[src/rtl/cond_exec_unit_if.sv]
// cond_exec_unit_if: decode-side control, ALU flags and gated execute-side outputs of the condition unit.
interface cond_exec_unit_if;
  logic       StallE;
  logic       FlushE;
  logic [3:0] CondD;
  logic [1:0] FlagWD;
  logic       RegWriteD;
  logic       MemWriteD;
  logic       MemToRegD;
  logic       BranchD;
  logic       PCSrcD;
  logic [3:0] ALUFlagsE;
  logic       RegWriteE;
  logic       MemWriteE;
  logic       MemToRegE;
  logic       BranchTakenE;
  logic       PCSrcE;
  logic       CondExE;
  logic [3:0] FlagsQ;
  modport master (
    output StallE, FlushE, CondD, FlagWD, RegWriteD, MemWriteD, MemToRegD, BranchD, PCSrcD, ALUFlagsE,
    input  RegWriteE, MemWriteE, MemToRegE, BranchTakenE, PCSrcE, CondExE, FlagsQ
  );
  modport slave (
    input  StallE, FlushE, CondD, FlagWD, RegWriteD, MemWriteD, MemToRegD, BranchD, PCSrcD, ALUFlagsE,
    output RegWriteE, MemWriteE, MemToRegE, BranchTakenE, PCSrcE, CondExE, FlagsQ
  );
endinterface

[src/rtl/cond_exec_unit.sv]
// cond_exec_unit: D->E control register, NZCV flag register and condition gating; COND_FULL_CODES_EN enables all 16 condition codes.
module cond_exec_unit #(
  parameter logic [3:0] FLAG_RST = 4'b0000
) (
  input logic             clk,
  input logic             reset,
  cond_exec_unit_if.slave bus
);
  typedef struct packed {
    logic [3:0] cond;
    logic [1:0] flagw;
    logic       rw;
    logic       mw;
    logic       mtr;
    logic       br;
    logic       pcs;
  } de_t;
  localparam de_t BUBBLE = de_t'{4'b1110, 2'b00, 1'b0, 1'b0, 1'b0, 1'b0, 1'b0};
  de_t        de_q, de_d;
  logic [3:0] flags_q, flags_d;
  logic       cond_ex, n, z, c, v, upd;
  assign {n, z, c, v} = flags_q;
  always_comb begin
    cond_ex = 1'b0;
`ifdef COND_FULL_CODES_EN
    case (de_q.cond)
      4'b0000: cond_ex = z;
      4'b0001: cond_ex = !z;
      4'b0010: cond_ex = c;
      4'b0011: cond_ex = !c;
      4'b0100: cond_ex = n;
      4'b0101: cond_ex = !n;
      4'b0110: cond_ex = v;
      4'b0111: cond_ex = !v;
      4'b1000: cond_ex = c & !z;
      4'b1001: cond_ex = !c | z;
      4'b1010: cond_ex = n == v;
      4'b1011: cond_ex = n != v;
      4'b1100: cond_ex = !z & (n == v);
      4'b1101: cond_ex = z | (n != v);
      4'b1110: cond_ex = 1'b1;
      default: cond_ex = 1'b0;
    endcase
`else
    cond_ex = de_q.cond == 4'b0000 ? z : de_q.cond == 4'b0001 ? !z : de_q.cond == 4'b1110;
`endif
  end
  // Gating uses flags from before this instruction's own update.
  always_comb begin
    upd            = cond_ex & !bus.StallE;
    flags_d[3:2]   = (upd & de_q.flagw[1]) ? bus.ALUFlagsE[3:2] : flags_q[3:2];
    flags_d[1:0]   = (upd & de_q.flagw[0]) ? bus.ALUFlagsE[1:0] : flags_q[1:0];
    de_d           = bus.FlushE ? BUBBLE : bus.StallE ? de_q :
                     de_t'{bus.CondD, bus.FlagWD, bus.RegWriteD, bus.MemWriteD, bus.MemToRegD, bus.BranchD, bus.PCSrcD};
  end
  always_ff @(posedge clk) begin
    if (reset) begin
      de_q    <= BUBBLE;
      flags_q <= FLAG_RST;
    end else begin
      de_q    <= de_d;
      flags_q <= flags_d;
    end
  end
  assign bus.RegWriteE    = de_q.rw & cond_ex;
  assign bus.MemWriteE    = de_q.mw & cond_ex;
  assign bus.MemToRegE    = de_q.mtr;
  assign bus.BranchTakenE = de_q.br & cond_ex;
  assign bus.PCSrcE       = de_q.pcs & cond_ex;
  assign bus.CondExE      = cond_ex;
  assign bus.FlagsQ       = flags_q;
endmodule

[src/flat_wrapper.sv]
// flat-port wrapper written by rule: the top's interface ports become plain ports
module cond_exec_unit_flat 
#(
  parameter logic [3:0] FLAG_RST = 4'b0000
)
  (clk, reset, bus_StallE, bus_FlushE, bus_CondD, bus_FlagWD, bus_RegWriteD, bus_MemWriteD, bus_MemToRegD, bus_BranchD, bus_PCSrcD, bus_ALUFlagsE, bus_RegWriteE, bus_MemWriteE, bus_MemToRegE, bus_BranchTakenE, bus_PCSrcE, bus_CondExE, bus_FlagsQ);
  cond_exec_unit_if bus_i ();
  input logic clk;
  input logic reset;
  input wire logic [$bits(bus_i.StallE)-1:0] bus_StallE;
  input wire logic [$bits(bus_i.FlushE)-1:0] bus_FlushE;
  input wire logic [$bits(bus_i.CondD)-1:0] bus_CondD;
  input wire logic [$bits(bus_i.FlagWD)-1:0] bus_FlagWD;
  input wire logic [$bits(bus_i.RegWriteD)-1:0] bus_RegWriteD;
  input wire logic [$bits(bus_i.MemWriteD)-1:0] bus_MemWriteD;
  input wire logic [$bits(bus_i.MemToRegD)-1:0] bus_MemToRegD;
  input wire logic [$bits(bus_i.BranchD)-1:0] bus_BranchD;
  input wire logic [$bits(bus_i.PCSrcD)-1:0] bus_PCSrcD;
  input wire logic [$bits(bus_i.ALUFlagsE)-1:0] bus_ALUFlagsE;
  output wire logic [$bits(bus_i.RegWriteE)-1:0] bus_RegWriteE;
  output wire logic [$bits(bus_i.MemWriteE)-1:0] bus_MemWriteE;
  output wire logic [$bits(bus_i.MemToRegE)-1:0] bus_MemToRegE;
  output wire logic [$bits(bus_i.BranchTakenE)-1:0] bus_BranchTakenE;
  output wire logic [$bits(bus_i.PCSrcE)-1:0] bus_PCSrcE;
  output wire logic [$bits(bus_i.CondExE)-1:0] bus_CondExE;
  output wire logic [$bits(bus_i.FlagsQ)-1:0] bus_FlagsQ;
  assign bus_i.StallE = bus_StallE;
  assign bus_i.FlushE = bus_FlushE;
  assign bus_i.CondD = bus_CondD;
  assign bus_i.FlagWD = bus_FlagWD;
  assign bus_i.RegWriteD = bus_RegWriteD;
  assign bus_i.MemWriteD = bus_MemWriteD;
  assign bus_i.MemToRegD = bus_MemToRegD;
  assign bus_i.BranchD = bus_BranchD;
  assign bus_i.PCSrcD = bus_PCSrcD;
  assign bus_i.ALUFlagsE = bus_ALUFlagsE;
  assign bus_RegWriteE = bus_i.RegWriteE;
  assign bus_MemWriteE = bus_i.MemWriteE;
  assign bus_MemToRegE = bus_i.MemToRegE;
  assign bus_BranchTakenE = bus_i.BranchTakenE;
  assign bus_PCSrcE = bus_i.PCSrcE;
  assign bus_CondExE = bus_i.CondExE;
  assign bus_FlagsQ = bus_i.FlagsQ;
  cond_exec_unit #(.FLAG_RST(FLAG_RST)) u_core (.clk(clk), .reset(reset), .bus(bus_i));
endmodule
[config.mk]
export PLATFORM = sky130hd
export DESIGN_NAME = cond_exec_unit_flat
export DESIGN_NICKNAME = d
export VERILOG_FILES = /design/src/rtl/cond_exec_unit_if.sv /design/src/rtl/cond_exec_unit.sv /design/src/flat_wrapper.sv
export SDC_FILE = /design/constraint.sdc
export NUM_CORES = 1
export LEC_CHECK = 0
export BUFFER_PORTS_ARGS = -buffer_cell sky130_fd_sc_hd__buf_4
export CAP_MARGIN = 5
export CORE_UTILIZATION = 47
export CTS_CLUSTER_SIZE = 24
export DETAILED_ROUTE_END_ITERATION = 16
export GPL_ROUTABILITY_DRIVEN = 0
export PLACE_DENSITY_LB_ADDON = 0.1
export SYNTH_ARGS = -nofsm -noshare
export SYNTH_HDL_FRONTEND = slang
export SYNTH_SLANG_ARGS = --single-unit
[constraint.sdc]
create_clock -name clk -period 2.29 [get_ports clk]
set_clock_uncertainty 0.15 [all_clocks]
set_input_delay 0.458 -clock clk [delete_from_list [all_inputs] [get_ports clk]]
set_output_delay 0.458 -clock clk [all_outputs]
set_load 0.02 [all_outputs]
==> results of run 1 <==
sequential cells by signal, indices dropped and copies added, names as in the netlist:
name / cells
u_core.bus.MemToRegE: 1
u_core.bus.FlagsQ: 4
u_core.de_q: 10
Yosys cell counts, drive strengths merged:
master,n
a21oi,1
and4b,1
buf,1
clkbuf,2
dfxtp,15
inv,1
mux2i,15
nand2,3
nand2b,8
nor2,9
nor2b,4
nor3,1
nor3b,2
or2,1
xor2,1
power by group through the flow:
| stage | registers [mW] | logic [mW] | clock network [mW] |
|---|---|---|---|
| 2_1_floorplan | 0.279 | 0.0411 | 0 |
| 3_3_place_gp | 0.278 | 0.0781 | 0 |
| 3_5_place_dp | 0.278 | 0.0802 | 0 |
| 4_1_cts | 0.272 | 0.0806 | 0.156 |
| 5_1_grt | 0.273 | 0.0864 | 0.163 |
| 6_report | 0.272 | 0.0797 | 0.150 |
cell families (layout without fill, tap and decap cells):
logic type,after synthesis,count (layout)
muxes,15,15
buffers and inverters,4,33
AOI/OAI and AO/OA,1,1
and+or+nand+nor,29,29
DFF,15,15
xor gates and xnor gates,1,1
routing by layer:
| layer | track usage [%] | wire [µm] |
|---|---|---|
| met5 | 0 | 0 |
| met3 | 3.47 | 82 |
| met1 | 19.9 | 545 |
| met4 | 12.9 | 12 |
| met2 | 35.8 | 631 |
through the flow:
stage | instances | hold WS [ps] | utilization (%) | setup WS (ps)
2_1_floorplan | 65 | 303 | - | 586
3_3_place_gp | 105 | 309 | 66.6 | 593
3_5_place_dp | 105 | 310 | 66.6 | 563
4_1_cts | 109 | 226 | 68.7 | 243
5_1_grt | 109 | 231 | 68.7 | 192
6_report | 109 | 235 | 68.7 | 273
final timing paths:
check / depth (start not counted) / endpoint / from / slack (ps)
worst max-delay path: 4 / bus_PCSrcE / u_core.de_q[7] / 270
worst min-delay path: 3 / u_core.de_q[10] / bus_CondD[3] / 230
worst max register to register: 4 / u_core.bus.FlagsQ[1] / u_core.de_q[10] / 840
worst min register to register: 2 / u_core.bus.FlagsQ[0] / u_core.bus.FlagsQ[0] / 330
layout make-up:
class | instances | area (µm²) | share of cell area [%]
tap | 15 | 18.8 | 2.10
multi-input combinational | 46 | 334 | 37.4
timing repair buffer | 28 | 210 | 23.5
inverter | 1 | 3.75 | 0.420
sequential | 15 | 300 | 33.6
clock buffer | 4 | 26.3 | 2.94
critical path, cell delays in order (launching register included):
cell and delay [ps]:
dfxtp_1 360, and4b_1 210, a21oi_2 300, nor2b_1 90, buf_4 170
==> out/qor.csv, run 1 <==
metric,value,unit
grt_first_pass_wirelength,1960,µm
worstSetupPathType,reg -> out,
die_w,39.2,µm
crit_fanout,7,
ys_seq_area_share,46.2,%
slew_headroom,75.5,%
hold_violations,0,
holdBufCountCts,0,
synth.avg_cell_area,10.0,µm²
ys_warn_count,0,
firstDrtPassIters,4,
fin_crit,2020,ps
status,"complete, no violations",
hp-class,in -> reg,
yosys-top-cells-area,"dfxtp_1 46%, mux2i_1 23%, nand2b_1 7.7%",
synth_simple_gate_area_share,25.6,%
total_power,0.502,mW
vdd_drop_max,0.000400,V
p_comb_share,15.9,%
worstSetupStartpointType,flop,
tightest_slew,368,ps
grt_pass1_vias,500,
p_clk_share,29.9,%
root_buffer,clkbuf_4,
synth_compound_area_share,1.35,%
ant_nets,0,
area_growth,37.3,%
synth.largest_area_cell,dfxtp_1,
dieArea,0.00154,mm²
syn-num-nets,84,
post-route-period-util,88.1,%
final_common_cell,buf_4,
num_io_pins,29,
synth_area,651,µm²
num_vias,545,
row_count,13,
grt.total_usage,19.6,%
overflow,0,
rsz0062_at_grt,false,
drive_gt1_share,37.2,%
postPlaceCellArea,867,µm²
wirelength,1270,µm
synthXorXnorAreaFrac,1.35,%
synth_mux_area_share,23.1,%
cts_buffers,3,
ys_seq_elements,15,
insertion_delay,280,ps
drv_slew,0,
h-tree-depth,1,
clk_pin_slew,90,ps
setup_viol,0,
cts_resized,0,
leakage,0.417,nW
via_per_inst,5.00,
synth_top_family_by_area,simple AND/OR/NAND/NOR gates,
setup_tns,0,ps
cts_tree,built,
synthAdderAreaFrac,0,%
drc_errors,0,
grt_start_max_net_pins,14,
final_cell_mix,"28 x buf_4, 15 x mux2i_1, 15 x dfxtp_1",
p_int,0.380,mW
p_switching,0.122,mW
end_kind,primary output,
synth_top_area_share,46.2,%
drtIter0Drc,4,
io_buffers,28,
synth.distinct_cells,15,
nNetsFinal,114,
n_antenna_cell,0,
initial_core_util,50.0,%
wire_per_inst,11.7,µm
drv_cap,0,
post_cts_buffers,0,
core_area,0.00130,mm²
nFillCells,115,
pwr-share-seq,54.2,%
critPathRequiredTime,1680,ps
clkSinkCount,15,
clock_path_buffers,2,
power_density,562,mW/mm²
synthCells,65,
max_freq,496,MHz
antenna_found_initial,0,
hpwl,942,µm
fin_area,893,µm²
arrival,1410,ps
p_sw_share,24.4,%
fp.dieH,39.2,µm
Note: power is estimated with default switching activity, not from simulation.
==> run 2, diff against run 1 <==
- CORE_UTILIZATION: 47 -> 44
- RECOVER_POWER: unset -> 50
- clock period: 2.29 -> 2.3 ns (I/O delays scaled with it)
==> run 2 against run 1 <==
  * Sequential cell count did not move
  * Sequential share of layout area rose by 0.28 points
  * Power fell by 2.2%
  * Via count fell by 4.8%
  * Routed wire length fell by 16%
==> out/qor.csv, run 2 (synthesis results as in run 1) <==
metric,value,unit
status,"complete, no violations",
post_cts_buffers,0,
grt_start_max_net_pins,14,
fin_area,886,µm²
drv_cap,0,
crit_fanout,7,
grt_pass1_vias,380,
holdWs,247,ps
wire_per_inst,9.85,µm
ant_nets,0,
min_from,bus_CondD[3],
final_cell_mix,"26 x buf_4, 15 x mux2i_1, 15 x dfxtp_1",
setup_tns,0,ps
hp-class,in -> reg,
fin_ws,301,ps
drv_slew,0,
fp.dieH,40.5,µm
drc_errors,0,
drtIter0Drc,9,
area_growth,36.2,%
cts_tree,built,
startpoint,u_core.de_q[7],
hold_violations,0,
slew_headroom,42.0,%
wirelength,1070,µm
tightest_slew,870,ps
fin_util,66.4,%
die_w,40.5,µm
end_kind,primary output,
via_per_inst,4.76,
dieArea,0.00164,mm²
drive_gt1_share,35.1,%
leakage,0.409,nW
io_buffers,28,
num_vias,519,
overflow,0,
n_antenna_cell,0,
initial_core_util,48.8,%
antenna_found_initial,0,
vdd_drop_max,0.000313,V
total_power,0.491,mW
top_register,u_core.de_q,
fin_cells,109,
fin_crit,2000,ps
largest_reg_flops,10,
cts_buffers,3,
h-tree-depth,1,
clock_path_buffers,2,
insertion_delay,270,ps
clkSinkCount,15,
postPlaceCellArea,867,µm²
core_area,0.00133,mm²
pre_cts_ws,594,ps
max_freq,500,MHz
worstSetupStartpointType,flop,
power_density,554,mW/mm²
rsz0062_at_grt,false,
cts_resized,0,
setup_viol,0,
nNetsFinal,114,
grt_first_pass_wirelength,1470,µm
holdBufCountCts,0,
num_io_pins,29,
firstDrtPassIters,4,
critPathRequiredTime,1690,ps
final_common_cell,buf_4,
grt.total_usage,13.3,%
worstSetupPathType,reg -> out,
clk_pin_slew,80,ps
place_inst,105,
r2r_start,u_core.de_q[10],
root_buffer,clkbuf_4,
arrival,1390,ps
row_count,13,
post-route-period-util,86.9,%
-- run 2: changes by cell type in the layout (fill, tap and decap cells not counted), sizes merged --
cell / change
buf: -2
clkbuf: +2
-- run 2: layout make-up --
cell class	instances	area, µm²
inverters	1	3.75
flip-flops and latches	15	300
well taps	15	18.8
fillers	115	448
repair buffers	28	203
clock buffers	4	26.3
multi-input cells	46	334
-- run 2: final timing paths --
kind | endpoint | depth (start not counted) | slack (ps)
setup / recovery | bus_MemWriteE | 4 | 300
hold / removal | u_core.de_q[10] | 3 | 250
setup reg to reg | u_core.bus.FlagsQ[1] | 4 | 880
hold reg to reg | u_core.bus.FlagsQ[3] | 2 | 330
-- run 2: power by group --
part           leakage (nW)  internal [mW]  switching (mW)
Combinational         0.272         0.0432          0.0337
Sequential            0.122          0.267         0.00393
Clock                0.0150         0.0671          0.0763
Total                 0.409          0.377           0.114
-- run 2: worst max-delay path, stage by stage, from the launching register on --
cell     delay, ps
dfxtp_1        360
and4b_1        210
a21oi_2        300
nor2b_1         90
buf_4          170
-- run 2: metal layers --
layer / global-route usage, % / up-vias / part of all wire [%]
met5: 0 / - / 0
met4: 5.00 / 0 / 0
met3: 3.33 / 0 / 7.7
met2: 22.2 / 19 / 46
met1: 16.1 / 230 / 46
li1: - / 270 / -
==> run 3, diff against run 2 <==
- ABC_AREA: unset -> 1
- CORE_UTILIZATION: 44 -> 43
- clock period: 2.3 -> 1.9 ns (I/O delays scaled with it)
==> run 3 against run 2 <==
  * Clock power is 29% higher
  * Cell count is 24% higher
  * Highest routed layer is now met4
  * Worst hold slack got worse by 110 ps
  * Cell area grew 0.28%
  * Combinational power up 39%
  * Routed wire length increased by 21%
==> out/qor.csv, run 3 <==
metric,value,unit
ys_seq_elements,15,
setup_viol,0,
pre_cts_ws,343,ps
tightest_slew,550,ps
clk_pin_slew,90,ps
setup_tns,0,ps
area_growth,40.3,%
crit_slowest_cell,dfxtp_1,
via_per_inst,4.68,
fin_cells,135,
final_cell_mix,"27 x buf_4, 20 x nand2_1, 15 x nor2_1, 15 x dfxtp_1, 12 x inv_1",
max_freq,562,MHz
holdWs,138,ps
leakage,0.453,nW
firstDrtPassIters,2,
rsz0062_at_grt,false,
yosysMostFrequentCell,nand2_1,
synth_top_family_by_area,simple AND/OR/NAND/NOR gates,
nNetsFinal,140,
synth.avg_cell_area,7.19,µm²
clkSinkCount,15,
synth_edf_count,0,
slew_headroom,63.2,%
cts_tree,built,
status,"complete, no violations",
synth-main-ff-cell,dfxtp_1,
fin_crit,1780,ps
grt.total_usage,18.6,%
num_vias,632,
die_w,40.4,µm
p_int,0.458,mW
crit_fanout,5,
row_count,13,
grt_start_max_net_pins,17,
synth_area,633,µm²
insertion_delay,280,ps
worstSetupPathType,reg -> out,
drv_slew,0,
grt_first_pass_wirelength,1930,µm
p_sw_share,26.4,%
fin_util,66.6,%
pwr-share-seq,53.2,%
drtIter0Drc,9,
drc_errors,0,
p_switching,0.164,mW
fp.dieH,40.4,µm
crit_top_cell,nor2_1,
clock_path_buffers,2,
ys_seq_area_share,47.4,%
n_antenna_cell,0,
final_common_cell,buf_4,
grt_pass1_vias,464,
async_reset_ff_share,0,%
total_power,0.622,mW
crit_family,simple AND/OR/NAND/NOR gates,
antenna_found_initial,0,
synthAdderAreaFrac,0,%
drive_gt1_share,30.8,%
core_area,0.00133,mm²
hold_violations,0,
wirelength,1300,µm
yosys-top-cells-area,"dfxtp_1 47%, nand2_1 12%, nor2_1 8.3%",
io_buffers,28,
hpwl,960,µm
synthTopCellsByCount,"21 x nand2_1, 15 x dfxtp_1, 14 x nor2_1, 12 x inv_1, 8 x a21oi_1",
largest_reg_flops,10,
post-route-period-util,93.7,%
critPathBufInv,1,
synth_simple_gate_area_share,29.8,%
vdd_drop_max,0.000445,V
synth_top_area_share,47.4,%
syn-num-nets,107,
h-tree-depth,1,
synthCells,88,
worstSetupStartpointType,flop,
synth.largest_area_cell,dfxtp_1,
postPlaceCellArea,857,µm²
ant_nets,0,
wire_per_inst,9.61,µm
initial_core_util,47.5,%
p_comb_share,17.3,%
overflow,0,
p_clk_share,29.5,%
drv_cap,0,
fin_area,888,µm²
arrival,1250,ps
top_register,u_core.de_q,
num_io_pins,29,
hp-class,in -> reg,
ys_warn_count,0,
cts_buffers,3,
synth_mux_area_share,0,%
synthXorXnorAreaFrac,0,%
dieArea,0.00163,mm²
fin_ws,119,ps
end_kind,primary output,
synth_compound_area_share,13.6,%
critPathRequiredTime,1370,ps
cpPeakStageDelay,340,ps
path_cells,nor2_1 > nor2_1 > nor2_4 > nand2_4 > nor2_1 > buf_4,
place_inst,130,
root_buffer,clkbuf_4,
r2r_slack,600,ps
synth.distinct_cells,15,
power_density,700,mW/mm²
[run 3: cell count changes after synthesis, moves of 3 or more]
cell / previous run / this run
nand2_1: 3 / 21
inv_1: 1 / 12
nand3_1: 0 / 3
nand2b_1: 8 / 0
mux2i_1: 15 / 0
nor2_1: 9 / 14
a21oi_1: 0 / 8
o21ai_1: 0 / 5
nor2b_1: 4 / 0
[run 3: final cells by class]
| type | count | area, µm² |
|---|---|---|
| fillers | 124 | 445 |
| flip-flops and latches | 15 | 300 |
| multi-input cells | 58 | 280 |
| repair buffers | 29 | 210 |
| inverters | 14 | 52.6 |
| clock buffers | 4 | 26.3 |
| well taps | 15 | 18.8 |
[run 3: logic make-up (layout without fill, tap and decap cells)]
group                  count (synthesis)  count (layout)
AO/OA/AOI/OAI                         16              16
AND/OR/NAND/NOR                       42              42
buffers and inverters                 15              47
flip-flops                            15              15
[run 3: path summary, 6_finish.rpt]
| check | from | end | depth (start not counted) |
|---|---|---|---|
| setup / recovery | u_core.de_q[8] | bus_RegWriteE | 6 |
| hold reg to reg | u_core.de_q[4] | u_core.de_q[4] | 2 |
| hold / removal | bus_CondD[1] | u_core.de_q[8] | 3 |
| setup reg to reg | u_core.de_q[10] | u_core.bus.FlagsQ[2] | 7 |
[run 3: routing by layer]
metal	vias to the layer above	track usage, %	share of wire [%]
met1	273	21.8	49
met3	2	8.33	5.0
met5	-	0	0
met4	0	10.0	0.77
li1	341	-	-
met2	16	28.2	46
[run 3: what timing repair did]
action	in CTS	in global routing
gates resized for setup	0	2
buffers inserted	0	1
endpoints found under the setup margin	0	5
hold buffers	0	0
[run 3: power groups by stage]
stage	Clock [mW]	Combinational (mW)	Sequential [mW]
2_1_floorplan	0	0.0509	0.340
3_3_place_gp	0	0.103	0.338
3_5_place_dp	0	0.105	0.338
4_1_cts	0.187	0.105	0.331
5_1_grt	0.206	0.118	0.332
6_report	0.184	0.107	0.331
[run 3: worst min-delay path, stage by stage]
cell     delay, ps
buf_4           70
nand2_1         40
nand3_1         50
